===== config.mk =====
export PLATFORM = sky130hd
export DESIGN_NAME = d_mem_dma
export DESIGN_NICKNAME = d
export VERILOG_FILES = /design/src/rtl/d_mem_dma.sv
export SDC_FILE = /design/constraint.sdc
export NUM_CORES = 1
export LEC_CHECK = 0
export CAP_MARGIN = 15
export CELL_PAD_IN_SITES_DETAIL_PLACEMENT = 1
export CELL_PAD_IN_SITES_GLOBAL_PLACEMENT = 1
export CORE_MARGIN = 4
export CORE_UTILIZATION = 47
export DETAILED_ROUTE_END_ITERATION = 12
export DONT_BUFFER_PORTS = 1
export GPL_ROUTABILITY_DRIVEN = 0
export GPL_TIMING_DRIVEN = 0
export PLACE_DENSITY = 0.79
export SYNTH_ARGS = -nofsm -noshare
export SYNTH_HDL_FRONTEND = slang
export SYNTH_SLANG_ARGS = --single-unit

===== constraint.sdc =====
create_clock -name clk -period 2.2 [get_ports clk]
set_input_delay 0.44 -clock clk [delete_from_list [all_inputs] [get_ports clk]]
set_output_delay 0.44 -clock clk [all_outputs]
set_load 0.01 [all_outputs]

===== src/rtl/d_mem_dma.sv =====
// d_mem_dma: data-memory block copy/fill master; D_MEM_DMA_CHECKSUM_EN adds a sum of written words
module d_mem_dma #(
  parameter int AW = 8,
  parameter int DW = 16,
  parameter int LW = 9
) (
  input  logic          clk,
  input  logic          rst,
  input  logic          start,
  input  logic          mode,
  input  logic [AW-1:0] src,
  input  logic [AW-1:0] dst,
  input  logic [LW-1:0] len,
  input  logic [DW-1:0] fill_val,
  output logic          busy,
  output logic          done,
  output logic [AW-1:0] mem_addr,
  output logic [DW-1:0] mem_wdata,
  output logic          mem_dwe,
`ifdef D_MEM_DMA_CHECKSUM_EN
  output logic [DW-1:0] checksum,
`endif
  input  logic [DW-1:0] mem_rdata
);
  typedef enum logic [1:0] {IDLE, RD, WR, FIN} state_t;
  state_t state, state_n;
  logic [AW-1:0] sptr, sptr_n, dptr, dptr_n, addr_n;
  logic [LW-1:0] cnt, cnt_n, len_c;
  logic [DW-1:0] wdata_n;
  logic mode_r, mode_n, dwe_n;
  assign len_c = (len > LW'(1 << AW)) ? LW'(1 << AW) : len;
  always_comb begin
    state_n = state;
    sptr_n = sptr;
    dptr_n = dptr;
    cnt_n = cnt;
    mode_n = mode_r;
    addr_n = mem_addr;
    wdata_n = mem_wdata;
    dwe_n = 1'b0;
    case (state)
      IDLE: if (start) begin
        sptr_n = src;
        dptr_n = dst;
        cnt_n = len_c;
        mode_n = mode;
        if (len == '0) state_n = FIN;
        else if (mode) begin
          state_n = WR;
          addr_n = dst;
          wdata_n = fill_val;
          dwe_n = 1'b1;
        end else begin
          state_n = RD;
          addr_n = src;
        end
      end
      RD: begin
        wdata_n = mem_rdata;
        addr_n = dptr;
        dwe_n = 1'b1;
        sptr_n = sptr + AW'(1);
        state_n = WR;
      end
      WR: begin
        dptr_n = dptr + AW'(1);
        cnt_n = cnt - LW'(1);
        if (cnt == LW'(1)) state_n = FIN;
        else if (mode_r) begin
          addr_n = dptr + AW'(1);
          dwe_n = 1'b1;
        end else begin
          addr_n = sptr;
          state_n = RD;
        end
      end
      default: state_n = IDLE;
    endcase
  end
  always_ff @(posedge clk or posedge rst) begin
    if (rst) begin
      state <= IDLE;
      sptr <= '0;
      dptr <= '0;
      cnt <= '0;
      mode_r <= 1'b0;
      mem_addr <= '0;
      mem_wdata <= '0;
      mem_dwe <= 1'b0;
      busy <= 1'b0;
      done <= 1'b0;
    end else begin
      state <= state_n;
      sptr <= sptr_n;
      dptr <= dptr_n;
      cnt <= cnt_n;
      mode_r <= mode_n;
      mem_addr <= addr_n;
      mem_wdata <= wdata_n;
      mem_dwe <= dwe_n;
      busy <= state_n == RD || state_n == WR;
      done <= state == FIN;
    end
  end
`ifdef D_MEM_DMA_CHECKSUM_EN
  always_ff @(posedge clk or posedge rst) begin
    if (rst) checksum <= '0;
    else if (state == IDLE && start) checksum <= '0;
    else if (state == WR) checksum <= checksum + mem_wdata;
  end
`endif
endmodule

==> results of run 1 <==
-- cells in the final DEF, fill, tap and decap left out, drive strengths merged, types with 2 or more instances in the layout --
master	netlist	routed
a22oi	4	4
mux2	5	5
nor3	2	2
and3	9	9
nor2b	7	7
nand2	46	46
a21o	3	3
mux2i	23	23
nor4	3	3
a31oi	8	8
a21oi	26	26
o21ai	53	53
a211oi	6	6
dfrtp	55	55
nand3	19	19
clkbuf	7	13
nand2b	2	2
and2	2	2
buf	18	23
a32oi	2	2
bufinv	0	2
o211ai	2	2
xnor2	5	5
o22ai	15	15
o31ai	2	2
inv	11	11
ha	9	9
a221oi	2	2
nor2	17	17
-- power groups by stage --
stage,Sequential [mW],Combinational [mW],Clock [mW]
2_1_floorplan,1.97,2.26,0
3_3_place_gp,2.09,2.78,0
3_5_place_dp,2.11,2.92,0
4_1_cts,2.10,2.94,0.815
5_1_grt,2.16,3.42,0.865
6_report,2.09,3.03,0.806
-- metrics by stage --
step,cell area [µm²],instances,TNS (ps),setup WS (ps)
2_1_floorplan,3380,374,0,417
3_5_place_dp,3520,471,0,42.3
5_1_grt,3700,483,-37.3,-13.5
3_3_place_gp,3500,470,-15830,-291
4_1_cts,3650,479,0,10.3
6_report,3700,483,0,113
-- layer usage --
layer  GRT usage  wire length, µm
met2       0.398             5030
met1       0.284             3990
met5           0                0
met4      0.0708              186
met3      0.0552              525
-- final cells by class --
type | count | area (µm²) | area share
multi-input cells | 283 | 1830 | 0.494
plain buffers | 25 | 150 | 0.0406
repair buffers | 5 | 50.0 | 0.0135
well taps | 96 | 120 | 0.0325
flip-flops and latches | 55 | 1380 | 0.372
clock buffers | 6 | 72.6 | 0.0196
clock inverters | 2 | 60.1 | 0.0162
inverters | 11 | 41.3 | 0.0112
-- worst paths after layout --
path | startpoint | endpoint | slack [ps] | depth (start not counted)
min reg2reg | mem_addr[3]$_DFFE_PP0P_ | mem_addr[3]$_DFFE_PP0P_ | 550 | 2
max reg2reg | state[0]$_DFF_PP0_ | cnt[4]$_DFFE_PP0P_ | 110 | 9
max in group asynchronous | rst | mem_addr[0]$_DFFE_PP0P_ | 1570 | 2
min | rst | done$_DFF_PP0_ | 60 | 1
min in group clk | len[3] | cnt[3]$_DFFE_PP0P_ | 270 | 2
max | state[0]$_DFF_PP0_ | cnt[4]$_DFFE_PP0P_ | 110 | 9
-- worst reg2reg max path: cells and delay by family, from the launching register on --
kind / cells / cell delay, ps
buffers and inverters: 4 / 680
AOI/OAI and AO/OA: 3 / 520
DFF: 1 / 430
adders and majority gates: 1 / 190
and+or+nand+nor: 1 / 170
-- registers in the layout (all words and copies together), names as in the netlist --
register	flops
mem_wdata	16
sptr	8
cnt	9
mem_dwe	1
busy	1
dptr	8
mode_r	1
state	2
done	1
mem_addr	8
-- repair_timing --
item | CTS | global route
setup endpoints to repair | 1 | 9
cloned | 0 | 0
pin swaps | 0 | 1
buffers inserted | 0 | 4
resized for setup | 1 | 3
-- cells by family (layout without fill, tap and decap cells) --
logic type	count (synthesis)	after routing
xor gates and xnor gates	6	6
muxes	28	28
and+or+nand+nor	111	111
buffers and inverters	36	49
AOI/OAI and AO/OA	129	129
DFF	55	55
adders and majority gates	9	9
==> out/qor.yml, run 1 <==
internal_power_mw: 3.19
critPathArrivalTime_ps: 2320
finalClockSkew_ps: 8.19
cts.sink_count: 55
startpoint_type: "register"
rsz_0062_raised_after_global_routing: "true"
drt-wirelength-per-cell_um: 20.1
route.antenna.remaining_nets: 0
cap_viol_max_count: 0
postRouteWirelength_um: 9720
place.port_buffers: 0
post_synth_instance_area_mm2: 0.00338
clock_power_share: 0.136
synth_xor_xnor_area_share: 0.0156
final_util: 0.535
floorplan.die.height_um: 92.8
yosys_most_used_dff: "sky130_fd_sc_hd__dfrtp_1"
pwr-share-comb: 0.511
clk_root_buffer_cell: "sky130_fd_sc_hd__clkbuf_8"
num_io_pins: 88
syn_to_layout_area_delta_pct: 9.41
count_of_buffer_and_inverter_cells_on_the_critical_path: 4
synthCells: 374
clkLatencyLatePin_ps: 310
seq_area_frac_synth: 0.407
initial_core_util: 0.489
drt-pass1-iter-count: 4
cts_max_level: 2
post-layout-total-power_mw: 5.92
clockBufferDepth: 2
row_count: 30
postSynth.asyncResetShare: 1.00
setup.worst_path.class: "register to register"
ys_top_cells_by_area: "sky130_fd_sc_hd__dfrtp_1 (41%), sky130_fd_sc_hd__mux2i_1 (6.8%), sky130_fd_sc_hd__o21ai_0 (5.9%)"
netlist.area_leader.share: 0.407
slew_violations: 0
grt_pass1_vias: 3124
p_seq_frac: 0.353
avgSynthCellArea_um2: 9.03
max-slew-margin-rel: 0.518
clkSlewWorstSetupHoldPaths_ps: 100
main_combinational_cell_family_by_area_after_synthesis: "compound AO/OA/AOI/OAI gates"
synth.cells.most_frequent: "sky130_fd_sc_hd__dfrtp_1 (55), sky130_fd_sc_hd__nand2_1 (46), sky130_fd_sc_hd__o21ai_0 (40)"
num_antenna_cells: 0
numCtsBuffers: 5
cp_max_fo: 10
die_w_um: 92.8
core_area_mm2: 0.00691
crit_path_end_kind: "register"
synth_area_leader_cell: "sky130_fd_sc_hd__dfrtp_1"
switching_power_mw: 2.73
grt_overflow_total: 0
detailed_place_hpwl_um: 7450
drc: 0
yosysMostFrequentCell: "sky130_fd_sc_hd__dfrtp_1"
worst_path_dominant_cell_family: "buffers and inverters"
drive_above_1_share: 0.127
detailedRoute.firstIterationViolations: 101
simple_gate_area_share_of_the_yosys_netlist: 0.168
synth_enable_flop_cells: 0
cts_hold_buf: 0
setup_viol: 0
critical-path-slowest-cell: "sky130_fd_sc_hd__dfrtp_1"
hold_viol_final: 0
tot_gr_track_use: 0.231
finish.net_count: 456
num_vias: 2943
worstPathCellList: "inv_1 > ha_1 > buf_2 > and2_1 > buf_4 > a21oi_4 > buf_4 > a21oi_1 > o22ai_1"
tightest_slew_ps: 723
tritoncts_clock_tree: "done"
result_of_the_run: "complete, no violations"
pin_count_of_the_biggest_net_entering_global_routing: 31
yosysUniqueCellTypes: 52
area_share_of_fa_ha_maj_cells_after_synthesis: 0.0333
post-route-period-util: 0.949
muxShareOfSynthArea: 0.0848
postSynthNetCount: 444
worst_path_most_repeated_cell: "sky130_fd_sc_hd__buf_4"
power.static_leakage_nw: 1.53
netSwitchingFraction: 0.460
grt_antenna_before_repair: 0
min_delay_path_class: "input pin to async pin"
max_freq_mhz: 479
pwr_density_cell_mw_per_mm2: 1600
worst_ep_required_time_ps: 2430
wire_length_of_the_first_global_routing_pass_um: 15800
peakVddDrop_v: 0.000539
yosysWarningCount: 0
critical-path-max-stage-delay_ps: 430
avgViaCountPerCell: 6.09
die_area_mm2: 0.00861
fin_worst_hold_slack_ps: 62.1
synth-compound-area-share: 0.235
yosys_register_bits: 55
filler_cell_count: 836
final_period_minus_worst_setup_slack_ps: 2090
Note: power is estimated with default switching activity, not from simulation.
==> inputs of run 2 (changes only) <==
- CORE_UTILIZATION: 47 -> 38
- PLACE_DENSITY: 0.79 -> 0.66
==> run 2 against run 1 <==
  * Non-clock buffer count did not move
  * Via count is 2.7% lower
  * Global-route usage is 3.5 points lower
  * Critical path depth stayed put
  * Flip-flop and latch count did not move
  * Clock-buffer cell count unchanged
  * Sequential share of layout area shrank 0.063 points
  * Cell area up 0.17%
  * Clock power is 8.2% lower
  * First-iteration DRC count fell by 16%
  * Sequential power is essentially flat
  * Largest power group unchanged
==> out/qor.yml, run 2 (same netlist as run 1, synthesis figures left out) <==
result_of_the_run: "complete, no violations"
pin_count_of_the_biggest_net_entering_global_routing: 30
grt_pass1_vias: 2988
drive_above_1_share: 0.132
avgViaCountPerCell: 5.78
place.port_buffers: 0
tot_gr_track_use: 0.195
critical_path.reg2reg.endpoint: "sptr[3]$_DFFE_PP0P_"
tightest_slew_ps: 733
min_delay_path_class: "input pin to async pin"
cap_viol_max_count: 0
floorplan.die.height_um: 102
mostFrequentLayoutCells: "sky130_fd_sc_hd__dfrtp_1 (55), sky130_fd_sc_hd__nand2_1 (45), sky130_fd_sc_hd__o21ai_0 (40)"
detailed_place_hpwl_um: 7630
reg2regPathDepth: 9
cts_hold_buf: 0
drt-pass1-iter-count: 4
worst_ep_required_time_ps: 2390
clockBufferDepth: 2
setup.worst_path.class: "register to register"
final_period_minus_worst_setup_slack_ps: 2040
drc: 0
tritoncts_clock_tree: "done"
clkLatencyLatePin_ps: 320
slew_violations: 0
detailedRoute.firstIterationViolations: 85
cts.sink_count: 55
post-layout-total-power_mw: 5.82
crit_path_end_kind: "register"
rsz_0062_raised_after_global_routing: "false"
hold_viol_final: 0
worst_path_dominant_cell_family: "buffers and inverters"
top_register: "mem_wdata"
clkSlewWorstSetupHoldPaths_ps: 110
count_of_buffer_and_inverter_cells_on_the_critical_path: 4
die_area_mm2: 0.0105
initial_core_util: 0.389
peakVddDrop_v: 0.000518
route.antenna.remaining_nets: 0
wire_length_of_the_first_global_routing_pass_um: 15900
worst-path-stages: 9
num_antenna_cells: 0
setup_viol: 0
post-route-period-util: 0.926
filler_cell_count: 1044
finalClockSkew_ps: 10.4
max_ffs_per_register: 16
startpoint_type: "register"
die_w_um: 102
pwr_density_cell_mw_per_mm2: 1570
drt-wirelength-per-cell_um: 19.7
grt_antenna_before_repair: 0
mostFrequentLayoutCell: "sky130_fd_sc_hd__dfrtp_1"
postRouteWirelength_um: 9780
core_area_mm2: 0.00868
cp_max_fo: 10
finish.net_count: 456
r2r-start: "state[1]$_DFF_PP0_"
num_vias: 2863
critPathArrivalTime_ps: 2220
reg_top3: "mem_wdata x16, cnt x9"
fin_worst_hold_slack_ps: 70.8
row_count: 34
r2r_slack_ps: 160
numCtsBuffers: 5
worstPathCellList: "inv_1 > ha_1 > buf_2 > inv_1 > o21ai_2 > buf_2 > nand3_1 > o21ai_0 > a21oi_1"
power.static_leakage_nw: 1.53
clk_root_buffer_cell: "sky130_fd_sc_hd__clkbuf_8"
max-slew-margin-rel: 0.511
max_freq_mhz: 491
grt_overflow_total: 0
critical-path-slowest-cell: "sky130_fd_sc_hd__dfrtp_1"
cts_max_level: 2
num_io_pins: 88
syn_to_layout_area_delta_pct: 9.59
critical-path-max-stage-delay_ps: 440
[run 2: how the worst max path moves through the flow]
stage,start,endpoint
2_1_floorplan,rst,busy$_DFF_PP0_
3_3_place_gp,rst,sptr[3]$_DFFE_PP0P_
3_5_place_dp,state[1]$_DFF_PP0_,sptr[3]$_DFFE_PP0P_
4_1_cts,state[1]$_DFF_PP0_,sptr[3]$_DFFE_PP0P_
5_1_grt,state[0]$_DFF_PP0_,cnt[8]$_DFFE_PP0P_
6_report,state[1]$_DFF_PP0_,sptr[3]$_DFFE_PP0P_
[run 2: final cells by class]
cell class                 count  area [µm²]  area share
tap                          108         135      0.0365
buffer                        25         150      0.0406
sequential                    55        1380       0.372
timing repair buffer           5        50.0      0.0135
clock buffer                   6        82.6      0.0223
inverter                      11        41.3      0.0112
clock inverter                 2        38.8      0.0105
multi-input combinational    283        1830       0.494
[run 2: metal layers]
layer  global-route usage  vias to the layer above  part of all wire
met5                    0                        -                 0
met4               0.0545                        0             0.021
met3               0.0444                       21             0.062
met2                0.336                       78              0.50
met1                0.246                     1386              0.42
li1                     -                     1378                 -
[run 2: where the power goes]
group	internal (mW)	leakage [nW]	switching [mW]
combinational	1.23	0.805	1.76
sequential	1.51	0.662	0.580
clock	0.376	0.0618	0.365
[run 2: metrics by stage]
| stage | util | setup slack [ps] | area (µm²) | setup TNS [ps] | instances |
|---|---|---|---|---|---|
| finish | 0.427 | 164 | 3700 | 0 | 495 |
| global route | 0.427 | 4.01 | 3700 | 0 | 495 |
| CTS | 0.421 | 6.47 | 3650 | 0 | 491 |
| detailed placement | 0.407 | 30.7 | 3530 | 0 | 483 |
| global placement | 0.405 | -330 | 3510 | -17980 | 482 |
| floorplan | - | 417 | 3380 | 0 | 374 |
[run 2: timing repair]
action	CTS	global route
resized for setup	0	6
setup endpoints to repair	0	15
buffers inserted	0	4
hold endpoints to repair	0	0
==> inputs of run 3 (changes only) <==
- PLACE_DENSITY: 0.66 -> 0.69
- clock period: 2.2 -> 1.8 ns (I/O delays scaled with it)
==> run 3 against run 2 <==
  * Clock power up 19%
  * Fmax is 14% higher
  * Flip-flop and latch count unchanged
  * Critical path type unchanged
  * Critical endpoint is now mem_wdata[9]$_DFFE_PP0P_
  * Highest routed layer unchanged
==> out/qor.yml, run 3 (same netlist as run 1, synthesis figures left out) <==
result_of_the_run: "complete, no violations"
max_freq_mhz: 561
tightest_slew_ps: 611
reg2regPathDepth: 9
clk_root_buffer_cell: "sky130_fd_sc_hd__clkbuf_8"
startpoint_type: "register"
drt-wirelength-per-cell_um: 20.4
grt_antenna_before_repair: 0
mostFrequentLayoutCell: "sky130_fd_sc_hd__dfrtp_1"
floorplan.die.height_um: 102
cts_max_level: 2
reg_top3: "mem_wdata x16, cnt x9"
wire_length_of_the_first_global_routing_pass_um: 16100
routed-wl-met2_um: 5520
critical_path.reg2reg.endpoint: "mem_wdata[9]$_DFFE_PP0P_"
pwr_density_cell_mw_per_mm2: 1970
setup_viol: 0
initial_core_util: 0.389
critPathArrivalTime_ps: 2030
num_vias: 2987
tot_gr_track_use: 0.196
final_period_minus_worst_setup_slack_ps: 1780
finalClockSkew_ps: 13.8
cap_viol_max_count: 0
pin_count_of_the_biggest_net_entering_global_routing: 31
r2r-start: "state[0]$_DFF_PP0_"
detailed_place_hpwl_um: 7460
top_register: "mem_wdata"
route.antenna.remaining_nets: 0
cp_max_fo: 8
peakVddDrop_v: 0.000686
min_delay_worst_endpoint: "cnt[3]$_DFFE_PP0P_"
syn_to_layout_area_delta_pct: 20.7
numCtsBuffers: 5
crit_path_end_kind: "register"
die_w_um: 102
die_area_mm2: 0.0105
maxUsedRoutingLayer: "met4"
avgViaCountPerCell: 5.74
grt_overflow_total: 0
detail_route.wirelength.met1_um: 4360
tns_ps: 0
max-slew-margin-rel: 0.592
core_area_mm2: 0.00868
min_delay_path_class: "input pin to register"
hold_viol_final: 0
grt_pass1_vias: 3142
drt-pass1-iter-count: 4
clkSlewWorstSetupHoldPaths_ps: 120
num_io_pins: 88
slew_violations: 0
tritoncts_clock_tree: "done"
num_antenna_cells: 0
cts.sink_count: 55
max_ffs_per_register: 16
r2r_slack_ps: 20
post-layout-total-power_mw: 8.04
worst_hold_launch: "len[3]"
worst_ep_required_time_ps: 2040
place.port_buffers: 0
power.static_leakage_nw: 1.70
postRouteWirelength_um: 10600
finish.net_count: 481
setup.worst_path.class: "register to register"
drive_above_1_share: 0.248
rsz_0062_raised_after_global_routing: "true"
mostFrequentLayoutCells: "sky130_fd_sc_hd__dfrtp_1 (54), sky130_fd_sc_hd__nand2_1 (44), sky130_fd_sc_hd__o21ai_0 (38)"
clkLatencyLatePin_ps: 320
drc: 0
hold_depth: 2
row_count: 34
detailedRoute.firstIterationViolations: 64
met3_wirelength_um: 599
clockBufferDepth: 2
post-route-period-util: 0.990
[run 3: cell types whose count changed in the layout (fill, tap and decap cells not counted), moves of 3 or more]
cell	previous run	this run
sky130_fd_sc_hd__buf_2	10	7
sky130_fd_sc_hd__buf_4	7	24
sky130_fd_sc_hd__buf_6	4	17
sky130_fd_sc_hd__clkbuf_1	5	1
sky130_fd_sc_hd__clkinvlp_4	0	3
sky130_fd_sc_hd__ha_1	9	5
sky130_fd_sc_hd__ha_2	0	3
sky130_fd_sc_hd__inv_1	10	5
sky130_fd_sc_hd__inv_2	1	4
[run 3: per-layer routing]
layer / vias to the layer above / track usage
met5: - / 0
met4: 0 / 0.0424
met3: 10 / 0.0505
met2: 71 / 0.348
met1: 1479 / 0.239
li1: 1427 / -
[run 3: what timing repair did]
action                                  in CTS  in global routing
buffers inserted                            12                 15
gates cloned                                 0                  3
gates resized for setup                     24                 40
pin swaps                                    1                  6
hold endpoints to repair                     2                  0
endpoints found under the setup margin      49                 50
hold buffers                                 1                  0
[run 3: cell type report]
| class | instances | area, µm² |
|---|---|---|
| Buffer | 23 | 183 |
| Clock buffer | 5 | 68.8 |
| Clock inverter | 3 | 46.3 |
| Fill cell | 1041 | 4600 |
| Inverter | 11 | 48.8 |
| Multi-Input combinational cell | 283 | 1940 |
| Sequential cell | 55 | 1380 |
| Tap cell | 108 | 135 |
| Timing Repair Buffer | 32 | 278 |
[run 3: power by group]
group	leakage [nW]	internal (mW)	switching, mW
logic	0.981	2.09	2.49
registers	0.661	1.84	0.727
clock network	0.0548	0.421	0.463
[run 3: worst max path at each step]
stage / startpoint / endpoint / slack (ps) / cells after the start
global placement: rst / mem_addr[5]$_DFFE_PP0P_ / -650 / 1
detailed placement: state[0]$_DFF_PP0_ / mem_addr[1]$_DFFE_PP0P_ / -350 / 6
floorplan: state[0]$_DFF_PP0_ / mem_addr[1]$_DFFE_PP0P_ / 40 / 6
CTS: state[0]$_DFF_PP0_ / mem_addr[0]$_DFFE_PP0P_ / 2 / 7
finish: state[0]$_DFF_PP0_ / mem_wdata[9]$_DFFE_PP0P_ / 20 / 9
global route: state[0]$_DFF_PP0_ / mem_wdata[9]$_DFFE_PP0P_ / -70 / 9
[run 3: critical path, cell delays in order (launching register included)]
cell	delay (ps)
sky130_fd_sc_hd__dfrtp_2	450
sky130_fd_sc_hd__inv_2	100
sky130_fd_sc_hd__ha_2	200
sky130_fd_sc_hd__buf_6	130
sky130_fd_sc_hd__buf_4	140
sky130_fd_sc_hd__nor2_4	50
sky130_fd_sc_hd__a31oi_4	310
sky130_fd_sc_hd__buf_6	170
sky130_fd_sc_hd__nand2_1	50
sky130_fd_sc_hd__o21ai_0	90
[run 3: through the flow]
step / setup WS (ps) / instance area (µm²) / utilization / hold slack, ps / instances
detailed placement: -354 / 3530 / 0.407 / 351 / 483
global route: -72.0 / 4080 / 0.470 / 202 / 520
CTS: 2.15 / 3820 / 0.441 / 191 / 503
finish: 17.3 / 4080 / 0.470 / 189 / 520
global placement: -653 / 3510 / 0.405 / 507 / 482
floorplan: 39.3 / 3380 / - / 486 / 374
